==> src/rtl/dac_table_8x_axis_stall_detector_if.sv <==
// Bundle of the monitored AXI-Stream TVALID/TREADY pairs, one bit per channel.
// The detector only observes these wires: the slave modport takes both as inputs.
interface dac_table_8x_axis_stall_detector_if #(
  parameter int NUM_CH = 3
);
  logic [NUM_CH-1:0] tvalid;
  logic [NUM_CH-1:0] tready;

  modport master (output tvalid, output tready);
  modport slave  (input  tvalid, input  tready);
endinterface

==> src/rtl/dac_table_8x_axis_stall_detector.sv <==
// Per-stream stall detector: flags channels waiting THRESHOLD cycles for a handshake,
// and keeps sticky worst-stall and first-blocked-channel diagnostics.
module dac_table_8x_axis_stall_detector #(
  parameter  int NUM_CH    = 3,
  parameter  int CNT_W     = 16,
  parameter  int THRESHOLD = 1024,
  localparam int FC_W      = (NUM_CH > 1) ? $clog2(NUM_CH) : 1
) (
  input  logic                       clock,
  input  logic                       reset,
  input  logic                       clear,
  dac_table_8x_axis_stall_detector_if.slave axis,
  output logic [NUM_CH-1:0]          block_sigs,
  output logic                       any_block,
  output logic [NUM_CH*CNT_W-1:0]    max_stall,
  output logic [FC_W-1:0]            first_ch,
  output logic                       first_valid
);

  localparam logic [CNT_W-1:0] CNT_MAX = '1;
  localparam logic [CNT_W-1:0] THR     = CNT_W'(THRESHOLD);

  logic [CNT_W-1:0] cnt     [NUM_CH];
  logic [CNT_W-1:0] cnt_nxt [NUM_CH];
  logic [FC_W-1:0]  first_idx;

  // Waiting means exactly one side is ready: blocked producer or starved consumer.
  always_comb begin
    for (int i = 0; i < NUM_CH; i++) begin
      cnt_nxt[i] = '0;
      if (axis.tvalid[i] ^ axis.tready[i]) begin
        cnt_nxt[i] = (cnt[i] == CNT_MAX) ? cnt[i] : cnt[i] + 1'b1;
      end
    end
  end

  // Lowest blocked index, so simultaneous rises resolve to the smallest channel.
  always_comb begin
    first_idx = '0;
    for (int i = NUM_CH - 1; i >= 0; i--) begin
      if (block_sigs[i]) first_idx = FC_W'(i);
    end
  end

  always_ff @(posedge clock) begin
    if (reset) begin
      for (int i = 0; i < NUM_CH; i++) cnt[i] <= '0;
      block_sigs  <= '0;
      max_stall   <= '0;
      first_ch    <= '0;
      first_valid <= 1'b0;
    end else begin
      for (int i = 0; i < NUM_CH; i++) begin
        cnt[i]        <= cnt_nxt[i];
        block_sigs[i] <= (cnt_nxt[i] >= THR);
      end
      if (clear) begin
        max_stall   <= '0;
        first_ch    <= '0;
        first_valid <= 1'b0;
      end else begin
        for (int i = 0; i < NUM_CH; i++) begin
          if (cnt_nxt[i] > max_stall[i*CNT_W +: CNT_W]) begin
            max_stall[i*CNT_W +: CNT_W] <= cnt_nxt[i];
          end
        end
        // Capture looks at registered flags, so it lands one edge after the rise.
        if (!first_valid && (|block_sigs)) begin
          first_ch    <= first_idx;
          first_valid <= 1'b1;
        end
      end
    end
  end

  assign any_block = |block_sigs;

endmodule
==> src/flat_wrapper.sv <==
// flat-port wrapper written by rule: the top's interface ports become plain ports
module dac_table_8x_axis_stall_detector_flat 
#(
  parameter  int NUM_CH    = 3,
  parameter  int CNT_W     = 16,
  parameter  int THRESHOLD = 1024,
  localparam int FC_W      = (NUM_CH > 1) ? $clog2(NUM_CH) : 1
)
  (clock, reset, clear, block_sigs, any_block, max_stall, first_ch, first_valid, axis_tvalid, axis_tready);
  dac_table_8x_axis_stall_detector_if #(.NUM_CH(NUM_CH)) axis_i ();
  input  logic clock;
  input  logic reset;
  input  logic clear;
  output logic [NUM_CH-1:0] block_sigs;
  output logic any_block;
  output logic [NUM_CH*CNT_W-1:0] max_stall;
  output logic [FC_W-1:0] first_ch;
  output logic first_valid;
  input wire logic [$bits(axis_i.tvalid)-1:0] axis_tvalid;
  input wire logic [$bits(axis_i.tready)-1:0] axis_tready;
  assign axis_i.tvalid = axis_tvalid;
  assign axis_i.tready = axis_tready;
  dac_table_8x_axis_stall_detector #(.NUM_CH(NUM_CH), .CNT_W(CNT_W), .THRESHOLD(THRESHOLD)) u_core (.clock(clock), .reset(reset), .clear(clear), .axis(axis_i), .block_sigs(block_sigs), .any_block(any_block), .max_stall(max_stall), .first_ch(first_ch), .first_valid(first_valid));
endmodule
==> config.mk <==
export PLATFORM = sky130hd
export DESIGN_NAME = dac_table_8x_axis_stall_detector_flat
export DESIGN_NICKNAME = d
export VERILOG_FILES = /design/src/rtl/dac_table_8x_axis_stall_detector_if.sv /design/src/rtl/dac_table_8x_axis_stall_detector.sv /design/src/flat_wrapper.sv
export SDC_FILE = /design/constraint.sdc
export NUM_CORES = 1
export LEC_CHECK = 0
export ABC_CLOCK_PERIOD_IN_PS = 3550
export CAP_MARGIN = 15
export CORE_MARGIN = 5
export CORE_UTILIZATION = 48
export CTS_BUF_LIST = sky130_fd_sc_hd__clkbuf_4 sky130_fd_sc_hd__clkbuf_8 sky130_fd_sc_hd__clkbuf_16
export DETAILED_ROUTE_END_ITERATION = 6
export GPL_TIMING_DRIVEN = 0
export PLACE_DENSITY = 0.76
export SETUP_SLACK_MARGIN = 0.2
export SLEW_MARGIN = 15
export SYNTH_ARGS = -nofsm -noshare
export SYNTH_HDL_FRONTEND = slang
export SYNTH_SLANG_ARGS = --single-unit
==> constraint.sdc <==
create_clock -name clock -period 3.55 [get_ports clock]
set_input_delay 0.5325 -clock clock [delete_from_list [all_inputs] [get_ports clock]]
set_output_delay 0.5325 -clock clock [all_outputs]
set_load 0.02 [all_outputs]
Yosys cells after proc, flatten, opt, wreduce, memory -nomap -nowiden:

Memory sizes are Yosys's and may differ from the RTL's.
Cells that the tools add are included.

* register bits after elaboration: 54
* RAM bits: 48
* input port bits: 9
* output and inout port bits: 55
* logic and storage cells: 44
* memories kept: 1

* add/sub/neg operators: 3
* magnitude comparators: 6
* equal/unequal tests: 3
* mux-type cells: 15
* bitwise gates (word level): 6
* reduce and logical (&&, ||, !) cells: 4

Memory list
* u_core.cnt: words 3, bits a word 16, rd ports 3, clocked after Yosys merged registers in 0, wr ports 3, RTL line dac_table_8x_axis_stall_detector.sv:23 `logic [CNT_W-1:0] cnt [NUM_CH];`

Operators with widths (count)
* $mux W16: 9
* $add A16 B1 Y16 const B: 3
* $eq A16 B16 Y1 const B: 3
* $ge A16 B11 Y1 const B: 3
* $gt A16 B16 Y1: 3
* $mux W2: 3
* $mux W1: 3
* $or A1 B1 Y1: 3
* $reduce_or A3 Y1: 1
* $xor A1 B1 Y1: 3
* $reduce_or A2 Y1: 1
* $logic_and A1 B1 Y1: 1
* $logic_not A1 Y1: 1

Longest topological paths before layout:

Gate-level depths: netlist (run 1).

* depth in word-level cells: 4
* gate-level depth with buffers: 15

Worst setup path after synthesis (run 1):

OpenSTA, ideal clock, no wires.

* path kind: reg-to-reg
* start: memory u_core.cnt[1][0], in the netlist u_core.cnt[0][16]
* end: register u_core.max_stall[26]
* setup time: 70 ps
* data arrival time: 3085 ps
* required time: 3480 ps
* setup slack: 395 ps
* stages on the path, launching flop included: 14
* path buffers: 1
* clock period less this slack: 3155 ps
* cells stage by stage: dfxtp_1 > ha_1 > inv_1 > nor4_1 > or4b_1 > nand2_1 > ha_1 > a21o_1 > a21o_1 > a221oi_2 > o211a_1 > buf_2 > o21ai_0 > a21oi_1

RTL lines
* start, declared: RTL line dac_table_8x_axis_stall_detector.sv:23
* end signal, assigned by index: RTL line dac_table_8x_axis_stall_detector.sv:64 `max_stall[i*CNT_W +: CNT_W] <= cnt_nxt[i];`
* end, declared: RTL line dac_table_8x_axis_stall_detector.sv:15 `output logic [NUM_CH*CNT_W-1:0] max_stall,`

==> out/qor.yml, run 1 <==
floorplan:
  die_area_sq_mm: 0.01546
  io_pins: 64
  dieWidth_microns: 124.3
  num_rows: 41
  core_sq_mm: 0.01272
  start_util_pct: 49.31
  die_h_microns: 124.3
synth:
  ys_seq_elements: 102
  synthFlopType: "dfxtp_1"
  ys_seq_area_share_pct: 32.55
  yosys.area_share.xor_xnor_pct: 1.536
  synth_cell_types: 67
  synth_fa_ha_area_share_pct: 10.17
  synth_top_family_by_area: "simple AND/OR/NAND/NOR gates"
  syn_area_sq_mm: 0.006274
  syn_avg_cell_area_sq_um: 8.126
  async_flop_share_pct: 0
  synth_simple_gate_area_share_pct: 25.03
  syn_nets: 832
  synth_compound_area_share_pct: 23.08
  synth_edf_count: 0
  muxShareOfSynthArea_pct: 1.117
  synth_warnings: 0
  syn_inst: 772
clock_tree:
  numCtsBuffers: 9
  cts_tree: "built"
  clock-sinks: 102
  htree_levels: 3
  cts_hold_buf: 0
  cts_root_buf: "clkbuf_16"
  cts_buffer_depth: 2
  insertion_delay_ps: 350
  path_clk_slew_ps: 70
critical_path:
  startpoint: "axis_tvalid[1]"
  rr_endpoint: "u_core.max_stall[30]"
  critPathTopFamily: "compound AO/OA/AOI/OAI gates"
  r2r_slack_ps: 280
  r2r_cells: 14
  setup.worst_path.start_class: "input port"
  r2r_start: "u_core.cnt[0][17]"
  cp.required_ps: 3780
  crit_type: "input port to flop"
  critical_path.cell_chain: "clkdlybuf4s50_1, xnor2_2, buf_4, or4_1, nand2_1, ha_1, nand4_1, a2111o_1, o211a_1, clkbuf_4, o211ai_1, o21ai_1"
  worstPathArrival_ps: 3500
  critPathSlowestCell: "or4_1"
  cp-end-kind: "flop"
  cp_num_buf_inv: 3
  path_max_fanout: 10
  slowest_delay_ps: 530
route:
  wl_per_cell_microns: 17.49
  viasPerCell: 6.026
  wirelength_microns: 18540
  drtAntennaViolNets: 0
  firstDrtPassIters: 6
  via_count: 6388
  route.detailed.drc: 0
  drt_iter0_markers: 516
hold_path:
  hold_depth: 2
  hold_class: "flop to flop"
  hold_end: "u_core.max_stall[41]"
  min_from: "u_core.max_stall[41]"
placed_design:
  dp_hpwl_microns: 12580
  gp_congestion: 0.8880
  portBuffers: 62
  place_area_sq_mm: 0.007109
  dp.cells: 1006
timing:
  rsz0062_at_grt: "true"
  min_period_ps: 3269
  slew_viol_final: 0
  hold_viol: 0
  fmax_mhz: 305.9
  period_share_pct: 92.09
  setup_viol: 0
  worst_pin_slew_ps: 668.1
  slew_headroom_pct: 55.46
  fin_worst_skew_ps: 5.399
layout:
  area_growth_pct: 30.89
  drive_gt1_share_pct: 20.83
  nNetsFinal: 943
  fin_cells: 1060
  insertedDiodeCount: 0
  fin_area_sq_mm: 0.008212
global_route:
  first_global_vias: 5812
  grt_max_degree: 16
  grt_pass1_wl_microns: 28870
  antenna_found_initial: 0
  grt_usage_pct: 22.23
  overflow: 0
power_and_ir_drop:
  p_leak_nw: 3.141
  ir_drop_mv: 0.2227
  power.density_mw_per_mm2: 310.4
job:
  max_cap_viol_count: 0
status:
  status: "complete, no violations"
## area by class of cell
class                   count  area (sq um)
clock buffers              13         261.5
fillers                  1079          4511
clock inverters             3         20.02
flip-flops and latches    102          2074
inverters                  64         240.2
plain buffers              40         234.0
repair buffers            101         923.4
well taps                 172         215.2
multi-input cells         565          4243
## sequential cells by signal, summed over array words and instances (netlist names)
name,cells
u_core.cnt,48
u_core.first_ch,2
u_core.max_stall,48
u_core.first_valid,1
u_core.block_sigs,3
## cells in the final DEF (no fill, tap or decap), types with 4 or more instances in the layout
master            n
ha_4              4
nor2_1           32
a2111o_1          5
nor3_1            7
clkbuf_1         14
nand4_1          27
a21oi_2           9
a31oi_1           7
nor3_2            6
nor2b_1          27
clkbuf_4         13
nand3_1          49
clkbuf_16         9
nand2_2           5
buf_4            46
dfxtp_1          82
o211ai_1         21
clkdlybuf4s50_1  58
buf_2             6
a21oi_1          69
and4_1            8
nor4_4            6
o21ai_1          12
nand2_1          44
nand2b_1          5
nand3_2           5
ha_1             46
or4_1             8
o21ai_0          43
o31ai_1          11
xnor2_1           4
dfxtp_2          17
inv_1            63
dlymetal6s2s_1    4
a21o_1           13
nor4_1            7
a31o_2            5
## kinds of logic (layout without fill, tap and decap cells)
family | after synthesis | after routing
buffers and inverters | 105 | 221
XOR/XNOR | 11 | 11
flip-flops | 102 | 102
adder cells (fa/ha/maj) | 51 | 51
AND/OR/NAND/NOR | 270 | 270
AO/OA/AOI/OAI | 226 | 226
multiplexers | 7 | 7
## metal layers
metal / vias up / track usage (%) / share of wire (%)
li1: 3080 / - / -
met1: 3039 / 29.75 / 44
met2: 232 / 36.13 / 47
met3: 37 / 3.602 / 6.2
met4: 0 / 8.124 / 2.3
met5: - / 0 / 0
## through the flow
stage | power, mW | setup WS [ps] | TNS [ps] | utilization, % | hold slack, ps
3_3_place_gp | 1.491 | -746.9 | -28020 | 55.88 | 471.1
2_1_floorplan | 1.389 | 395.0 | 0 | - | 515.5
5_1_grt | 2.640 | 131.3 | 0 | 64.55 | 509.3
6_report | 2.549 | 280.7 | 0 | 64.55 | 480.0
4_1_cts | 2.489 | 209.6 | 0 | 60.46 | 484.9
3_5_place_dp | 1.493 | -779.3 | -29080 | 55.88 | 475.2
## synthesized netlist by cell type, types with 5 or more instances
library cell	count	area share, %
nor2_1	33	2.0
a21oi_1	75	6.0
nand4_1	27	2.7
ha_1	51	10
o21ai_1	9	0.72
clkbuf_1	28	1.7
or4_1	8	0.96
nand2b_1	5	0.50
a21o_1	13	1.6
a2111o_1	5	0.90
inv_1	63	3.8
and4_1	9	1.3
nand2_1	50	3.0
buf_2	12	0.96
mux2i_1	7	1.1
o31ai_1	11	1.3
nand3_1	53	4.2
nor2b_1	27	2.7
a31o_2	5	0.70
nor3_1	13	1.0
o21ai_0	46	3.7
xnor2_1	7	0.98
dfxtp_1	102	33
o211ai_1	21	2.5
nor4_1	11	1.1
a31oi_1	8	0.80
## worst max-delay path by stage
stage / to / slack, ps / cells past startpoint
after floorplan: u_core.max_stall[26] / 390 / 13
after global placement: u_core.max_stall[11] / -750 / 12
after detailed placement: u_core.max_stall[11] / -780 / 12
after CTS: u_core.max_stall[26] / 210 / 12
after global routing: u_core.max_stall[30] / 130 / 13
final: u_core.max_stall[30] / 280 / 12
## worst register-to-register path, stage by stage (launching register included)
cell and delay, ps:
dfxtp_2 410, ha_4 190, nand2_2 110, nor4_4 400, nand3_1 140, o211ai_1 200
inv_1 90, ha_1 280, nand4_1 90, buf_4 180, a2111o_1 400, o211a_1 160
clkbuf_4 190, o211ai_1 210, o21ai_1 110
## report_power, final
group	switching (mW)	internal (mW)	leakage, nW
Clock	0.446	0.518	0.136
Sequential	0.0136	1.15	0.833
Combinational	0.266	0.153	2.17
Total	0.726	1.82	3.14
## timing repair
item                                    CTS  global route
resized for setup                        50           101
pin swaps                                 8            34
cloned                                    0             1
endpoints found under the setup margin   48            48
buffers inserted                         14            24
(Power assumes the default switching activity.)
==> run 2, diff against run 1 <==
- SETUP_SLACK_MARGIN: 0.2 -> not set
==> run 2 against run 1 <==
  * Combinational power shrank 9.1%
  * Sequential power is essentially flat
  * Sequential cell count is the same
  * Die area is the same
  * Fmax shrank 5.8%
  * Non-clock buffer count shrank 19
  * Worst hold slack gained 0.89 ps
  * Largest cell class unchanged
  * Highest routed layer unchanged
==> out/qor.yml, run 2 (synthesis results as in run 1) <==
status:
  status: "complete, no violations"
placed_design:
  dp_hpwl_microns: 12580
  gp_congestion: 0.8880
  portBuffers: 62
  dpl_worst_slack_ps: -779.3
  dp.cells: 1006
clock_tree:
  cts_root_buf: "clkbuf_16"
  insertion_delay_ps: 350
  cts_buffer_depth: 2
  htree_levels: 3
  cts_tree: "built"
  clock-sinks: 102
  numCtsBuffers: 9
  path_clk_slew_ps: 70
timing:
  min_period_ps: 3470
  period_share_pct: 97.74
  worst_pin_slew_ps: 659.9
  setup_viol: 0
  slew_headroom_pct: 56.01
  fin_ws_ps: 80.17
  slew_viol_final: 0
  fmax_mhz: 288.2
  fin_worst_skew_ps: 7.707
  final.setup.tns_ps: 0
  hold_viol: 0
global_route:
  antenna_found_initial: 0
  grt_pass1_wl_microns: 28060
  overflow: 0
  grt_usage_pct: 21.59
  grt_max_degree: 16
  first_global_vias: 5577
power_and_ir_drop:
  ir_drop_mv: 0.2062
  p_leak_nw: 3.023
  power.density_mw_per_mm2: 320.7
layout:
  finalCoreUtilization_pct: 61.49
  fillCellCount: 1145
  insertedDiodeCount: 0
  area_growth_pct: 24.69
  final_common_cell: "dfxtp_1"
  reg.largest.list: "u_core.cnt x48, u_core.max_stall x48, u_core.block_sigs x3"
  drive_gt1_share_pct: 13.92
  nNetsFinal: 924
  fin_cells: 1041
  layout_common_cells: "97 x dfxtp_1, 74 x a21oi_1, 63 x inv_1"
critical_path:
  crit_type: "flop to flop"
  critPathSlowestCell: "or4_1"
  cp.required_ps: 3780
  worstPathArrival_ps: 3700
  cp-end-kind: "flop"
  cp_num_buf_inv: 3
  slowest_delay_ps: 500
  critical_path.cell_chain: "ha_2, nand2_2, nor4_4, nand3_1, o211ai_1, inv_1, ha_1, nand4_1, buf_4, or4_1, clkbuf_1, nand2_4, o21ai_0"
  critPathTopFamily: "simple AND/OR/NAND/NOR gates"
  path_max_fanout: 9
  setup.worst_path.start_class: "flop"
route:
  viasPerCell: 5.975
  drtAntennaViolNets: 0
  wl_per_cell_microns: 17.11
  drt_iter0_markers: 548
  route.detailed.drc: 0
  firstDrtPassIters: 5
  via_count: 6220
  wirelength_microns: 17810
floorplan:
  dieWidth_microns: 124.3
  die_area_sq_mm: 0.01546
  num_rows: 41
  start_util_pct: 49.31
  die_h_microns: 124.3
  io_pins: 64
  core_sq_mm: 0.01272
hold_path:
  hold_class: "flop to flop"
job:
  max_cap_viol_count: 0
-- run 2: cell types whose count changed in the layout (fill, tap and decap cells not counted), sizes merged --
cell,before,now
clkbuf,40,35
buf,52,38
clkdlybuf4s50,58,59
dlymetal6s2s,4,3
-- run 2: layer usage --
metal / global-route usage (%) / vias to the layer above / routed length, microns
met2: 34.41 / 176 / 8287
met5: 0 / - / 0
met3: 3.259 / 27 / 815
met1: 29.72 / 2979 / 8316
li1: - / 3038 / -
met4: 7.544 / 0 / 389
-- run 2: path summary, 6_finish.rpt --
path                                           start                    to  slack, ps  depth (start not counted)
worst max-delay path               u_core.cnt[0][16]  u_core.max_stall[30]         80                         13
worst min-delay path            u_core.max_stall[41]  u_core.max_stall[41]        480                          2
worst min register to register  u_core.max_stall[41]  u_core.max_stall[41]        480                          2
worst max register to register     u_core.cnt[0][16]  u_core.max_stall[30]         80                         13
-- run 2: layout make-up --
cell class | count | area (sq um) | share of cell area, %
plain buffers | 40 | 192.7 | 2.463
clock inverters | 3 | 20.02 | 0.2559
clock buffers | 13 | 261.5 | 3.343
flip-flops and latches | 102 | 2048 | 26.18
repair buffers | 82 | 778.2 | 9.949
inverters | 64 | 240.2 | 3.071
well taps | 172 | 215.2 | 2.751
multi-input cells | 565 | 4066 | 51.98
-- run 2: power by group --
part / internal (mW) / leakage (nW) / switching [mW]
clock: 0.518 / 0.136 / 0.445
sequential: 1.15 / 0.824 / 0.0119
combinational: 0.125 / 2.06 / 0.256
total: 1.80 / 3.02 / 0.714
-- run 2: metrics by stage --
stage | total power [mW] | instance area [sq um] | hold WS [ps]
2_1_floorplan | 1.389 | 6274 | 515.5
3_3_place_gp | 1.491 | 7109 | 471.1
3_5_place_dp | 1.493 | 7109 | 475.2
4_1_cts | 2.459 | 7497 | 484.9
5_1_grt | 2.604 | 7823 | 509.2
6_report | 2.509 | 7823 | 480.9
-- run 2: repair_timing --
action,in CTS,in global routing
resized for setup,26,49
pin swaps,2,12
endpoints found under the setup margin,48,47
setup buffers,0,20
hold buffers,0,0
-- run 2: worst register-to-register path, stage by stage, from the launching register on --
cell and delay [ps]:
dfxtp_2 410, ha_2 270, nand2_2 120, nor4_4 400, nand3_1 160, o211ai_1 250
inv_1 100, ha_1 290, nand4_1 100, buf_4 180, or4_1 500, clkbuf_1 270
nand2_4 190, o21ai_0 120
